**src/rtl/jtgng_sdram_ctrl.sv**
```systemverilog
// jtgng_sdram_ctrl: SDRAM command sequencer for the ROM slot scheduler.
//
// Runs the power-up init (NOP wait, precharge-all, two refreshes, mode register).
// After init it serves one request per 4-clock slot: a single-word read or a
// refresh while playing, and writes while downloading. Every access uses
// auto-precharge, CL = 2, burst = 1, and bank 0 only.
//
// Ports:
//   clk, rst            48 MHz clock, synchronous active-high reset
//   start, addr         slot strobe and {row[12:0], col[8:0]} read address
//   autorefresh         issue REFRESH instead of READ for this slot
//   downloading         download mode: slot reads ignored, prog writes served
//   prog_addr/data/mask download write word, address and {DQMH,DQML} mask
//   prog_req, prog_ack  write request level / one-cycle ack on the WRITE cycle
//   loop_rst            held high until init completes
//   data_read           registered read data
//   sdram_*             SDRAM address, bank, {nCS,nRAS,nCAS,nWE}, DQM, CKE
//   dq_in/dq_out/dq_oe  DQ bus split into input, output and output enable
//
// Build option: define DOWNLOAD_REFRESH_EN to force a REFRESH every
// REFRESH_PERIOD cycles while downloading. Without it no refresh is issued
// during download.
module jtgng_sdram_ctrl #(
  parameter int unsigned INIT_WAIT      = 9600,
  parameter logic [12:0] MODE_REG       = 13'h020,
  parameter int unsigned REFRESH_PERIOD = 360
) (
  input  logic        clk,
  input  logic        rst,
  input  logic        start,
  input  logic [21:0] addr,
  input  logic        autorefresh,
  input  logic        downloading,
  input  logic [21:0] prog_addr,
  input  logic [15:0] prog_data,
  input  logic [1:0]  prog_mask,
  input  logic        prog_req,
  output logic        prog_ack,
  output logic        loop_rst,
  output logic [15:0] data_read,
  output logic [12:0] sdram_a,
  output logic [1:0]  sdram_ba,
  output logic [3:0]  sdram_cmd,
  output logic [1:0]  sdram_dqm,
  output logic        sdram_cke,
  input  logic [15:0] dq_in,
  output logic [15:0] dq_out,
  output logic        dq_oe
);

  localparam logic [3:0] CMD_NOP    = 4'b0111;
  localparam logic [3:0] CMD_ACTIVE = 4'b0011;
  localparam logic [3:0] CMD_READ   = 4'b0101;
  localparam logic [3:0] CMD_WRITE  = 4'b0100;
  localparam logic [3:0] CMD_PRE    = 4'b0010;
  localparam logic [3:0] CMD_REF    = 4'b0001;
  localparam logic [3:0] CMD_MRS    = 4'b0000;

  localparam logic [2:0] ST_INIT_WAIT = 3'd0;
  localparam logic [2:0] ST_INIT_PRE  = 3'd1;
  localparam logic [2:0] ST_INIT_REF  = 3'd2;
  localparam logic [2:0] ST_INIT_MRS  = 3'd3;
  localparam logic [2:0] ST_IDLE      = 3'd4;
  localparam logic [2:0] ST_ACT       = 3'd5;
  localparam logic [2:0] ST_WAIT      = 3'd6;

  // Wide enough to reach INIT_WAIT-1 and the short NOP gaps.
  localparam int unsigned CW = (INIT_WAIT > 4) ? $clog2(INIT_WAIT) : 3;
  localparam int unsigned RW = $clog2(REFRESH_PERIOD + 1);

  logic [2:0]    r_st, w_st_nx;
  logic [CW-1:0] r_cnt, w_cnt_nx;
  logic          r_ref2, w_ref2_nx;
  logic          r_wr, w_wr_nx;
  logic [21:0]   r_addr, w_addr_nx;
  logic [3:0]    r_cmd, w_cmd_nx;
  logic [12:0]   r_a, w_a_nx;
  logic [1:0]    r_dqm, w_dqm_nx;
  logic          r_dq_oe, w_dq_oe_nx;
  logic [15:0]   r_dq_out, w_dq_out_nx;
  logic          r_prog_ack, w_prog_ack_nx;
  logic          r_loop_rst, w_loop_rst_nx;
  logic          r_cke;
  logic [15:0]   r_data_read;
  logic [2:0]    r_rd_sh;
  logic [RW-1:0] r_dl_cnt;
  logic          w_ref_due;
  logic          w_ref_issue;
  logic          w_rd_issue;

`ifdef DOWNLOAD_REFRESH_EN
  assign w_ref_due = (r_dl_cnt == RW'(REFRESH_PERIOD));
`else
  assign w_ref_due = 1'b0;
`endif

  always_comb begin
    w_st_nx       = r_st;
    w_cnt_nx      = r_cnt + CW'(1);
    w_ref2_nx     = r_ref2;
    w_wr_nx       = r_wr;
    w_addr_nx     = r_addr;
    w_cmd_nx      = CMD_NOP;
    w_a_nx        = r_a;
    w_dqm_nx      = 2'b11;
    w_dq_oe_nx    = 1'b0;
    w_dq_out_nx   = r_dq_out;
    w_prog_ack_nx = 1'b0;
    w_loop_rst_nx = r_loop_rst;
    w_ref_issue   = 1'b0;
    w_rd_issue    = 1'b0;
    unique case (r_st)
      ST_INIT_WAIT: begin
        if (r_cnt == CW'(INIT_WAIT - 1)) begin
          w_cmd_nx = CMD_PRE;
          w_a_nx   = 13'h0400;  // a[10]: precharge all banks
          w_st_nx  = ST_INIT_PRE;
          w_cnt_nx = '0;
        end
      end
      ST_INIT_PRE: begin
        if (r_cnt == CW'(2)) begin
          w_cmd_nx  = CMD_REF;
          w_st_nx   = ST_INIT_REF;
          w_cnt_nx  = '0;
          w_ref2_nx = 1'b0;
        end
      end
      ST_INIT_REF: begin
        if (r_cnt == CW'(3)) begin
          w_cnt_nx = '0;
          if (!r_ref2) begin
            w_cmd_nx  = CMD_REF;
            w_ref2_nx = 1'b1;
          end else begin
            w_cmd_nx = CMD_MRS;
            w_a_nx   = MODE_REG;
            w_st_nx  = ST_INIT_MRS;
          end
        end
      end
      ST_INIT_MRS: begin
        if (r_cnt == CW'(2)) begin
          w_st_nx       = ST_IDLE;
          w_cnt_nx      = '0;
          w_loop_rst_nx = 1'b0;
        end
      end
      ST_IDLE: begin
        w_cnt_nx = '0;
        if (!r_loop_rst) begin
          if (w_ref_due) begin
            w_cmd_nx    = CMD_REF;
            w_st_nx     = ST_WAIT;
            w_ref_issue = 1'b1;
          end else if (downloading) begin
            if (prog_req) begin
              w_cmd_nx  = CMD_ACTIVE;
              w_a_nx    = prog_addr[21:9];
              w_addr_nx = prog_addr;
              w_wr_nx   = 1'b1;
              w_st_nx   = ST_ACT;
            end
          end else if (start) begin
            if (autorefresh) begin
              w_cmd_nx = CMD_REF;
              w_st_nx  = ST_WAIT;
            end else begin
              w_cmd_nx  = CMD_ACTIVE;
              w_a_nx    = addr[21:9];
              w_addr_nx = addr;
              w_wr_nx   = 1'b0;
              w_st_nx   = ST_ACT;
            end
          end
        end
      end
      ST_ACT: begin
        w_a_nx  = {4'b0010, r_addr[8:0]};  // a[10]: auto-precharge
        w_st_nx = ST_WAIT;
        if (r_wr) begin
          w_cmd_nx      = CMD_WRITE;
          w_dqm_nx      = prog_mask;
          w_dq_oe_nx    = 1'b1;
          w_dq_out_nx   = prog_data;
          w_prog_ack_nx = 1'b1;
          w_cnt_nx      = '0;       // two NOPs after WRITE
        end else begin
          w_cmd_nx   = CMD_READ;
          w_dqm_nx   = 2'b00;
          w_rd_issue = 1'b1;
          w_cnt_nx   = CW'(1);      // one NOP after READ keeps the 4-clk slot
        end
      end
      ST_WAIT: begin
        if (r_cnt == CW'(2)) begin
          w_st_nx  = ST_IDLE;
          w_cnt_nx = '0;
        end
      end
      default: begin
        w_st_nx  = ST_INIT_WAIT;
        w_cnt_nx = '0;
      end
    endcase
  end

  always_ff @(posedge clk) begin
    if (rst) begin
      r_st        <= ST_INIT_WAIT;
      r_cnt       <= '0;
      r_ref2      <= 1'b0;
      r_wr        <= 1'b0;
      r_addr      <= '0;
      r_cmd       <= CMD_NOP;
      r_a         <= '0;
      r_dqm       <= 2'b11;
      r_dq_oe     <= 1'b0;
      r_dq_out    <= '0;
      r_prog_ack  <= 1'b0;
      r_loop_rst  <= 1'b1;
      r_cke       <= 1'b1;
      r_data_read <= '0;
      r_rd_sh     <= '0;
    end else begin
      r_st       <= w_st_nx;
      r_cnt      <= w_cnt_nx;
      r_ref2     <= w_ref2_nx;
      r_wr       <= w_wr_nx;
      r_addr     <= w_addr_nx;
      r_cmd      <= w_cmd_nx;
      r_a        <= w_a_nx;
      r_dqm      <= w_dqm_nx;
      r_dq_oe    <= w_dq_oe_nx;
      r_dq_out   <= w_dq_out_nx;
      r_prog_ack <= w_prog_ack_nx;
      r_loop_rst <= w_loop_rst_nx;
      r_cke      <= 1'b1;
      // Bit 0 marks the READ cycle; with CL2 data is on DQ two cycles later.
      r_rd_sh    <= {r_rd_sh[1:0], w_rd_issue};
      if (r_rd_sh[2]) begin
        r_data_read <= dq_in;
      end
    end
  end

  // Download refresh counter; only consulted when forced refresh is built in.
  always_ff @(posedge clk) begin
    if (rst || !downloading || w_ref_issue) begin
      r_dl_cnt <= '0;
    end else if (r_dl_cnt != RW'(REFRESH_PERIOD)) begin
      r_dl_cnt <= r_dl_cnt + RW'(1);
    end
  end

  assign prog_ack  = r_prog_ack;
  assign loop_rst  = r_loop_rst;
  assign data_read = r_data_read;
  assign sdram_a   = r_a;
  assign sdram_ba  = 2'b00;
  assign sdram_cmd = r_cmd;
  assign sdram_dqm = r_dqm;
  assign sdram_cke = r_cke;
  assign dq_out    = r_dq_out;
  assign dq_oe     = r_dq_oe;

endmodule

```
**config.mk**
```make
export PLATFORM = sky130hd
export DESIGN_NAME = jtgng_sdram_ctrl
export DESIGN_NICKNAME = d
export VERILOG_FILES = /design/src/rtl/jtgng_sdram_ctrl.sv
export SDC_FILE = /design/constraint.sdc
export NUM_CORES = 1
export LEC_CHECK = 0
export ABC_AREA = 1
export CAP_MARGIN = 20
export CORE_UTILIZATION = 45
export CTS_CLUSTER_DIAMETER = 120
export DETAILED_ROUTE_END_ITERATION = 10
export GPL_TIMING_DRIVEN = 0
export PLACE_DENSITY = 0.81
export RECOVER_POWER = 25
export SYNTH_ARGS = -nofsm -noshare
export SYNTH_HDL_FRONTEND = slang
export SYNTH_SLANG_ARGS = --single-unit
```
**constraint.sdc**
```tcl
create_clock -name clk -period 1.96 [get_ports clk]
set_input_delay 0.588 -clock clk [delete_from_list [all_inputs] [get_ports clk]]
set_output_delay 0.588 -clock clk [all_outputs]
set_load 0.01 [all_outputs]
```
# Word-level counts from Yosys, hierarchy flattened
# Cells that the tools add are included.
totals:
  reg_bits: 84
  latch_bits: 0
  ram_bits: 0
  rom_bits: 0
  inputBits: 84
  out_inout_bits: 57
  word_cells: 100
  memories: 0
classes:
  n_addsub: 1
  mul: 0
  div: 0
  n_lt_le_gt_ge: 0
  n_eq_ne: 20
  shift: 0
  mux: 50
  bitwise: 2
  reduce_logical: 13
op_table:
  columns: ["operator", "count"]
  rows:
  - ["2-to-1 mux 13 bit", 8]
  - ["case mux 14 bit (4 select lines)", 1]
  - ["case mux 13 bit (4 select lines)", 1]
  - ["2-to-1 mux 14 bit", 3]
  - ["2-to-1 mux 3 bit", 14]
  - ["2-to-1 mux 9 bit", 4]
  - ["equality test 14 x 2 -> 1 bit, second input constant", 2]
  - ["case mux 4 bit (5 select lines)", 1]
  - ["case mux 3 bit (6 select lines)", 1]
  - ["AND reduction 8 bit", 2]
  - ["adder 14 x 1 -> 14 bit, second input constant", 1]
  - ["equality test 14 bit, second input constant", 1]
  - ["2-to-1 mux 1 bit", 11]
  - ["inequality test 2 bit, second input constant", 5]
  - ["equality test 3 bit, second input constant", 3]
  - ["inequality test 3 bit, second input constant", 3]
  - ["2-to-1 mux 4 bit", 2]
  - ["equality test 3 x 2 -> 1 bit, second input constant", 2]
  - ["2-to-1 mux 2 bit", 3]
  - ["inequality test 2 x 1 -> 1 bit, second input constant", 3]
  - ["AND reduction 5 bit", 1]
  - ["AND reduction 2 bit", 2]
  - ["nonzero test 2 bit", 2]
  - ["nonzero test 4 bit", 1]
  - ["7 further kinds", 9]

# Depth between registers and ports, before layout
# Gate-level depths: netlist of the first run.
logic_depth:
  word_depth: 5
  depth_mapped: 14
  mapped_depth_nobuf: 13

# Least setup slack after synthesis of the first run
# No wires, ideal clock.
synth_path:
  path_kind: "input-to-reg"
  startpoint: "in downloading"
  endpoint: "reg r_a[6] (netlist: sdram_a[6])"
  setup_ns: 0.065
  arrival_time_ns: 1.671
  t_required_ns: 1.895
  path_slack_ns: 0.225
  stages: 12
  path_buffers: 2
  cell_sequence: "buf_4 nor2_1 nor2_1 nand2_1 nand2_2 nand2_2 nor2_4 nand2_4 inv_4 buf_6 nor2_1 nor2_1"
synth_via:
  elab_chain_cells: 3
  elab_cells_between_ends: 7
  cone_classes: "eq/ne (3); mux (3); reduce/logical (1)"
synth_rtl:
  columns: ["item", "line", "source"]
  rows:
  - ["from (decl)", "33", "input logic downloading,"]
  - ["2-to-1 mux 13 bit", "156", "end else if (downloading) begin"]
  - ["2-to-1 mux 13 bit", "151", "if (!r_loop_rst) begin"]
  - ["case mux 13 bit (4 select lines)", "112", "unique case (r_st)"]
  - ["to (signal assigned)", "232", "r_a <= w_a_nx;"]
  - ["to (decl)", "77", "logic [12:0] r_a, w_a_nx;"]
# Several ways; a longest one is shown, not always the timed one. The select of a mux whose other input is x is not followed.
# A chain may end at the register's enable or synchronous reset.

# Worst setup path after layout of the first run
layout_path:
  startpoint: "reg r_dq_out[15] (netlist: dq_out[15])"
  endpoint: "out dq_out[15]"
layout_lines:
  columns: ["item", "line", "source"]
  rows:
  - ["from (decl)", "80", "logic [15:0] r_dq_out, w_dq_out_nx;"]
  - ["from (signal assigned)", "235", "r_dq_out <= w_dq_out_nx;"]
  - ["to (decl)", "47", "output logic [15:0] dq_out,"]
# No word-level cell between the ends.

==> flow_summary.yaml, run 1 <==
grt:
  grt_pass1_wl_um: 16300
  first_global_vias: 3676
  grt_usage_pct: 23.3
  grt_max_degree: 16
  antenna_found_initial: 0
  overflow: 0
synth:
  ys_async_sr_fraction_pct: 0
  yosysMostFrequentCell: "nor2_1"
  synthFlopType: "dfxtp_1"
  yosysUniqueCellTypes: 40
  ys_warn_count: 0
  synth_area_leaders: "dfxtp_1 (43%), nor2_1 (14%), o21ai_0 (8.0%), nand2_1 (7.2%), inv_1 (4.8%)"
  synth.cell_area_um2: 3830
  ys_seq_area_share_pct: 43.4
  ys_top_cells_by_count: "nor2_1 (147), dfxtp_1 (83), nand2_1 (73)"
  synth_seq_cells: 83
  yosysTopAreaCell: "dfxtp_1"
  yosysTopAreaCellShare_pct: 43.4
  syn_area_per_cell_um2: 7.04
  synthCells: 544
  synth-edff-count: 0
clocking:
  clk_latency_ps: 350
  cts_hold_buf: 0
  clock_sinks: 83
  clkTransAtPathRegs_ps: 80
  cts_max_level: 3
  cts-root-buf: "clkbuf_8"
  cts_buffers: 9
  cts_buffer_depth: 2
  cts_tree: "built"
floorplan:
  rows: 33
  core_area_um2: 8220
  chipWidth_um: 94.3
  dieArea_um2: 8890
  die_y_um: 94.3
  start_util_pct: 46.6
  design.portCount: 141
worst_hold_path:
  min_from: "r_rd_sh[1]"
  hold_end: "r_rd_sh[2]"
  hp-class: "flip-flop to flip-flop"
  hold_depth: 2
timing:
  setup_viol: 0
  max_clock_freq_mhz: 532
  slew_viol_final: 0
  skew_ps: 10.4
  setup_ws_ps: 81.2
  hold_violations: 0
  period_needed_ps: 1880
  hold_slack_ps: 410
  rsz0062_at_grt: "false"
  min_period_over_period_pct: 95.9
drt:
  ant_nets: 0
  firstDrtPassIters: 4
  wl_um: 10100
  vias: 3921
  wl_per_cell_um: 12.6
  viasPerCell: 4.88
  dr.first_iter.drc_count: 240
  post-route-drc-count: 0
finish:
  nFillCells: 706
  final_util_pct: 67.4
  stdcell_area_um2: 5540
  multiInputGateArea_um2: 1790
  regArea_um2: 1660
  diodes: 0
  drive_above_1_share_pct: 8.74
  areaGrowthSynthToFinish_pct: 44.6
  nets: 779
placement:
  pre_cts_slack_ps: -343
  placed_area_um2: 5320
  hpwlAfterDp_um: 7920
  port_buffers: 135
  place.gp.congestion: 0.924
setup_path:
  cp_max_fo: 2
  worst-endpoint-required_ps: 1370
  endpoint_kind: "output pin"
  slowest_stage: "dlygate4sd3_1"
  slowest_delay_ps: 620
  reg2reg_from: "r_st[2]"
  cp-start-kind: "flip-flop"
  r2r-end: "r_addr[7]"
  cp.arrival_ps: 1290
  crit_chain: "dlygate4sd3_1"
  reg2reg_slack_ps: 160
  critPathKind: "flip-flop to output pin"
  path_buf_inv: 1
  path_delay_family: "buffers and inverters"
  r2r_cells: 9
power_and_ir_drop:
  p_leak_nw: 2.40
  ir_worst_vdd_mv: 0.443
  power.density_nw_per_um2: 589
  power_w: 0.00326
status:
  outcome: "complete, no violations"
run:
  cap_violations: 0
-- registers in the layout, summed over array words and instances, names as in the netlist --
register,flops
data_read,16
dq_out,16
r_cnt,14
sdram_a,13
r_addr,9
r_rd_sh,3
r_st,3
sdram_cmd,3
sdram_dqm,2
loop_rst,1
prog_ack,1
r_ref2,1
r_wr,1
-- layout make-up --
| class | instances | share of cell area [%] |
|---|---|---|
| Tap cell | 105 | 2.37 |
| Timing Repair Buffer | 136 | 24.5 |
| Inverter | 58 | 4.11 |
| Clock inverter | 6 | 1.31 |
| Sequential cell | 83 | 30.0 |
| Multi-Input combinational cell | 380 | 32.3 |
| Clock buffer | 10 | 2.48 |
| Buffer | 25 | 2.85 |
-- worst max-delay path by stage --
| stage | start | to | slack [ps] | depth (start not counted) |
|---|---|---|---|---|
| 3_5_place_dp | start | sdram_a[11] | -340 | 12 |
| 2_1_floorplan | downloading | sdram_a[6] | 220 | 12 |
| 6_report | dq_out[15] | dq_out[15] | 80 | 1 |
| 5_1_grt | rst | r_wr | 20 | 5 |
| 3_3_place_gp | start | sdram_a[7] | -290 | 12 |
| 4_1_cts | prog_ack | prog_ack | 40 | 2 |
-- stage by stage --
stage	setup TNS (ps)	std cells
floorplan	0	546
global placement	-11390	786
detailed placement	-11620	786
CTS	0	802
global route	0	803
finish	0	803
-- cell usage in the layout (no fill, tap or decap), types with 8 or more instances in the layout --
| cell | count |
|---|---|
| nor2_1 | 147 |
| clkdlybuf4s50_1 | 125 |
| dfxtp_1 | 82 |
| nand2_1 | 73 |
| o21ai_0 | 61 |
| inv_1 | 49 |
| a21oi_1 | 25 |
| nand3_1 | 17 |
| clkbuf_1 | 11 |
| clkbuf_8 | 10 |
| dlygate4sd3_1 | 9 |
| xor2_1 | 8 |
-- metal layers --
layer  GRT usage [%]  vias to the layer above  part of all wire, %
met4            9.49                        0                  1.9
met5               0                        -                    0
met3            3.56                       17                  5.8
met1            28.3                     1745                   43
met2            40.8                      142                   50
li1                -                     2017                    -
-- power breakdown --
part	leakage (nW)	total [W]	internal [W]	switching, W
combinational	1.62	0.000295	0.000186	0.000108
sequential	0.669	0.00170	0.00169	0.00000592
clock	0.103	0.00127	0.000635	0.000639
total	2.40	0.00326	0.00251	0.000754
-- cells by family (layout without fill, tap and decap cells) --
kind of cell / Yosys count / count (layout) / synth area share [%]
xor gates and xnor gates: 8 / 8 / 1.83
buffers and inverters: 83 / 235 / 9.93
muxes: 4 / 4 / 1.05
other: 2 / 4 / 0.196
adders and majority gates: 2 / 2 / 0.653
and+or+nand+nor: 263 / 263 / 28.9
DFF: 83 / 83 / 43.4
AOI/OAI and AO/OA: 99 / 99 / 14.0
-- repair_timing --
| item | in CTS | in global routing |
|---|---|---|
| endpoints found under the hold margin | 0 | 0 |
| endpoints found under the setup margin | 0 | 29 |
| buffers inserted | 0 | 1 |
| gates resized for setup | 0 | 6 |
Note: power is estimated with default switching activity, not from simulation.
==> run 2, diff against run 1 <==
- CTS_CLUSTER_SIZE: unset -> 30
==> results of run 2 <==
No change in the layout: final DEF, timing and power equal those of run 1.
==> RTL edit 1 (config.mk and constraints of run 1) <==
The parameter `INIT_WAIT` goes from 9600 to 19200.
--- a/src/rtl/jtgng_sdram_ctrl.sv
+++ b/src/rtl/jtgng_sdram_ctrl.sv
@@ -21,7 +21,7 @@
 // REFRESH_PERIOD cycles while downloading. Without it no refresh is issued
 // during download.
 module jtgng_sdram_ctrl #(
-  parameter int unsigned INIT_WAIT      = 9600,
+  parameter int unsigned INIT_WAIT      = 19200,
   parameter logic [12:0] MODE_REG       = 13'h020,
   parameter int unsigned REFRESH_PERIOD = 360
 ) (
Check against the original RTL: no difference found for any inputs over 10 cycles, from zero or initial values and one cycle with rst high; that may be too few to reach the edited logic, so the function may still have changed.
==> RTL edit 1 against run 1 <==
  * Wire length increased by 3.2%
  * Count of clock-buffer cells in the layout increased by 1
  * Synthesized area decreased by 1.0%
  * Global-route usage increased by 1.1 points
  * Largest power group unchanged
  * Total power increased by 1.8%
  * Worst setup slack got worse by 0.013 ns
  * Sequential cell count increased by 1
  * Highest routed layer is now met5
  * Design area decreased by 0.59%
==> RTL edit 1: results <==
[outcome]
status = finished, final reports clean

[synth]
synthTopCellsByCount = 120 x nor2_1, 96 x nand2_1, 84 x dfxtp_1
synth_fa_ha_area_frac = 0.006601
async_flop_share = 0
synth_xor_area_frac = 0.01848
synth-compound-area-share = 0.1455
seq_area_frac_synth = 0.4436
yosysUniqueCellTypes = 39
synthMuxAreaShare = 0
synth_area_leader_cell = dfxtp_1
synthCells = 526
ys_top_cells_by_area = dfxtp_1 44%, nor2_1 12%, nand2_1 9.5%
synthesis.area_um2 = 3791

[grt]
grt_pass1_wl_mm = 16.88
antenna_found_initial = 1
grt_pass1_vias = 3846
grt_max_degree = 16
grt_usage = 0.2443

[critical_path]
crit_fanout = 2
cp_slowest_cell = clkdlybuf4s50_1
cpPeakStageDelay_ns = 0.56
reg2regPathDepth = 11
cpLargestDelayFamily = buffers and inverters

[power_and_ir_drop]
p_leak_nw = 2.319
vdd_drop_max_mv = 0.4824

[placed_design]
place_area_um2 = 5281
post-place-ws_ns = -0.2328
hpwl_mm = 8.022
place_inst = 768
gp_congestion = 0.8873
port_buffers = 135

[route]
avgRoutedWirePerCell_um = 13.29
vias = 3871
initialDrtViolationCount = 151

[final_layout]
fillers = 687
drive_gt1_frac = 0.1031
final_nets = 760
diodes = 0
final-instance-count-excl-fill = 784

[clock_tree]
clk_pin_slew_ns = 0.09
cts_root_buf = clkbuf_8
clk-insertion-delay-late_ns = 0.36
ctsHtreeMaxLevel = 3
cts_setup_buffers = 0

[timing]
fin_skew_ns = 0.01443
hold_viol_final = 0

[hold_path]
hold_path.class = flip-flop to flip-flop
whs_path_depth = 2
## RTL edit 1: kinds of logic after synthesis
logic type / count (synthesis)
compound gates: 99
xor+xnor: 8
fa+ha+maj: 2
buf+inv: 63
flops: 84
other cells: 2
simple gates: 268
## RTL edit 1: layer usage
layer  vias up  share of wire  track usage
met4         2          0.014      0.08077
met3        18          0.073      0.07120
met2       119           0.50       0.4501
met5         -        0.00077            0
met1      1756           0.41       0.2650
li1       1976              -            -
## RTL edit 1: worst paths after layout
| kind | start | end | slack (ns) |
|---|---|---|---|
| setup / recovery | sdram_a[5] | sdram_a[5] | 0.07 |
| hold reg to reg | r_rd_sh[1] | r_rd_sh[2] | 0.41 |
| hold / removal | r_rd_sh[1] | r_rd_sh[2] | 0.41 |
| setup reg to reg | r_cnt[1] | r_cnt[7] | 0.18 |
## RTL edit 1: final cells by class
type | instances | share of cell area
repair buffers | 135 | 0.2454
multi-input cells | 381 | 0.3322
flip-flops and latches | 84 | 0.3056
well taps | 105 | 0.02386
clock inverters | 5 | 0.01182
inverters | 37 | 0.02613
clock buffers | 11 | 0.02749
plain buffers | 26 | 0.02749
## RTL edit 1: power by group
group	switching (mW)	internal [mW]	leakage (nW)
clock network	0.643	0.674	0.111
logic	0.109	0.180	1.53
registers	0.00489	1.71	0.677
total	0.757	2.56	2.32
## RTL edit 1: stage by stage
step / total power [mW] / utilization
floorplan: 1.848 / -
global placement: 2.038 / 0.6460
detailed placement: 2.040 / 0.6460
CTS: 3.349 / 0.6725
global route: 3.438 / 0.6736
finish: 3.322 / 0.6736
==> RTL edit 2 (settings of run 1) <==
Without the edit above. `r_addr` no longer has a reset.
--- a/src/rtl/jtgng_sdram_ctrl.sv
+++ b/src/rtl/jtgng_sdram_ctrl.sv
@@ -211,7 +211,6 @@
       r_cnt       <= '0;
       r_ref2      <= 1'b0;
       r_wr        <= 1'b0;
-      r_addr      <= '0;
       r_cmd       <= CMD_NOP;
       r_a         <= '0;
       r_dqm       <= 2'b11;
@@ -227,7 +226,6 @@
       r_cnt      <= w_cnt_nx;
       r_ref2     <= w_ref2_nx;
       r_wr       <= w_wr_nx;
-      r_addr     <= w_addr_nx;
       r_cmd      <= w_cmd_nx;
       r_a        <= w_a_nx;
       r_dqm      <= w_dqm_nx;
@@ -244,6 +242,10 @@
     end
   end
 
+  always_ff @(posedge clk) begin
+    r_addr <= w_addr_nx;
+  end
+
   // Download refresh counter; only consulted when forced refresh is built in.
   always_ff @(posedge clk) begin
     if (rst || !downloading || w_ref_issue) begin
Function: same outputs for any inputs over 10 cycles, from zero or initial values and one cycle with rst high; that may be too few to reach the edited logic, so the function may still have changed.
==> RTL edit 2 against run 1 <==
  * Wire length grew 6.6%
  * Worst setup slack worse by 0.022 ns
  * Synthesized area is 4.8% higher
  * Register-to-register slack improved by 0.03 ns
  * Total power is 1.8% higher
  * Count of clock-buffer cells in the layout increased by 3
  * Sequential cell count unchanged
  * Design area is 3.1% higher
  * Critical path type unchanged
  * Highest routed layer unchanged
==> RTL edit 2: results <==
[outcome]
status = finished, final reports clean

[route]
vias = 4032
initialDrtViolationCount = 161
drt-pass1-iter-count = 5

[critical_path]
arrival_ns = 1.31
r2r-end = dq_out[7]
worstSetupEndpoint = loop_rst
reg2regPathDepth = 7
r2r_start = r_st[0]
cp_slowest_cell = clkdlybuf4s50_1
cpPeakStageDelay_ns = 0.59
crit_fanout = 4
reg2reg_slack_ns = 0.19

[placed_design]
place_inst = 797
gp_congestion = 0.8388
post-place-ws_ns = -0.4421
place_area_um2 = 5520
port_buffers = 136
hpwl_mm = 8.518

[synth]
ys_top_cells_by_area = dfxtp_1 37%, nand2_1 12%, nor2_1 9.5%
synth_enable_flop_cells = 9
syn_avg_cell_area_um2 = 7.289
synthMuxAreaShare = 0
yosysUniqueCellTypes = 39

[timing]
fin_skew_ns = 0.009309
min_period_over_period = 0.9698

[final_layout]
final_nets = 786
drive_gt1_frac = 0.1021

[power_and_ir_drop]
vdd_drop_max_mv = 0.3392
comb_power_mw = 0.299
intPower_mw = 2.600

[hold_path]
min_from = r_rd_sh[0]
whs_endpoint = r_rd_sh[1]

[grt]
grt_pass1_vias = 3665
grt_max_degree = 14
grt_pass1_wl_mm = 16.74

[clock_tree]
cts_resized = 4
[RTL edit 2: changes by cell type after synthesis, moves of 9 or more]
cell | run 1 | this run
o21ai_0 | 61 | 27
nand3_1 | 17 | 42
edfxtp_1 | 0 | 9
nor2_1 | 147 | 102
nand2_1 | 73 | 130
dfxtp_1 | 83 | 74
inv_1 | 49 | 33
[RTL edit 2: final cells by class]
type / instances / area (µm²)
Sequential cell: 83 / 1752
Inverter: 41 / 163.9
Multi-Input combinational cell: 401 / 1914
Clock buffer: 13 / 168.9
Fill cell: 773 / 2967
Clock inverter: 3 / 43.79
Timing Repair Buffer: 136 / 1360
Buffer: 28 / 173.9
Tap cell: 108 / 135.1
[RTL edit 2: routing by layer]
metal,up-vias,part of all wire,track usage
li1,2043,-,-
met1,1831,0.44,0.3069
met2,137,0.48,0.3721
met3,21,0.057,0.05634
met4,0,0.023,0.09804
met5,-,0,0
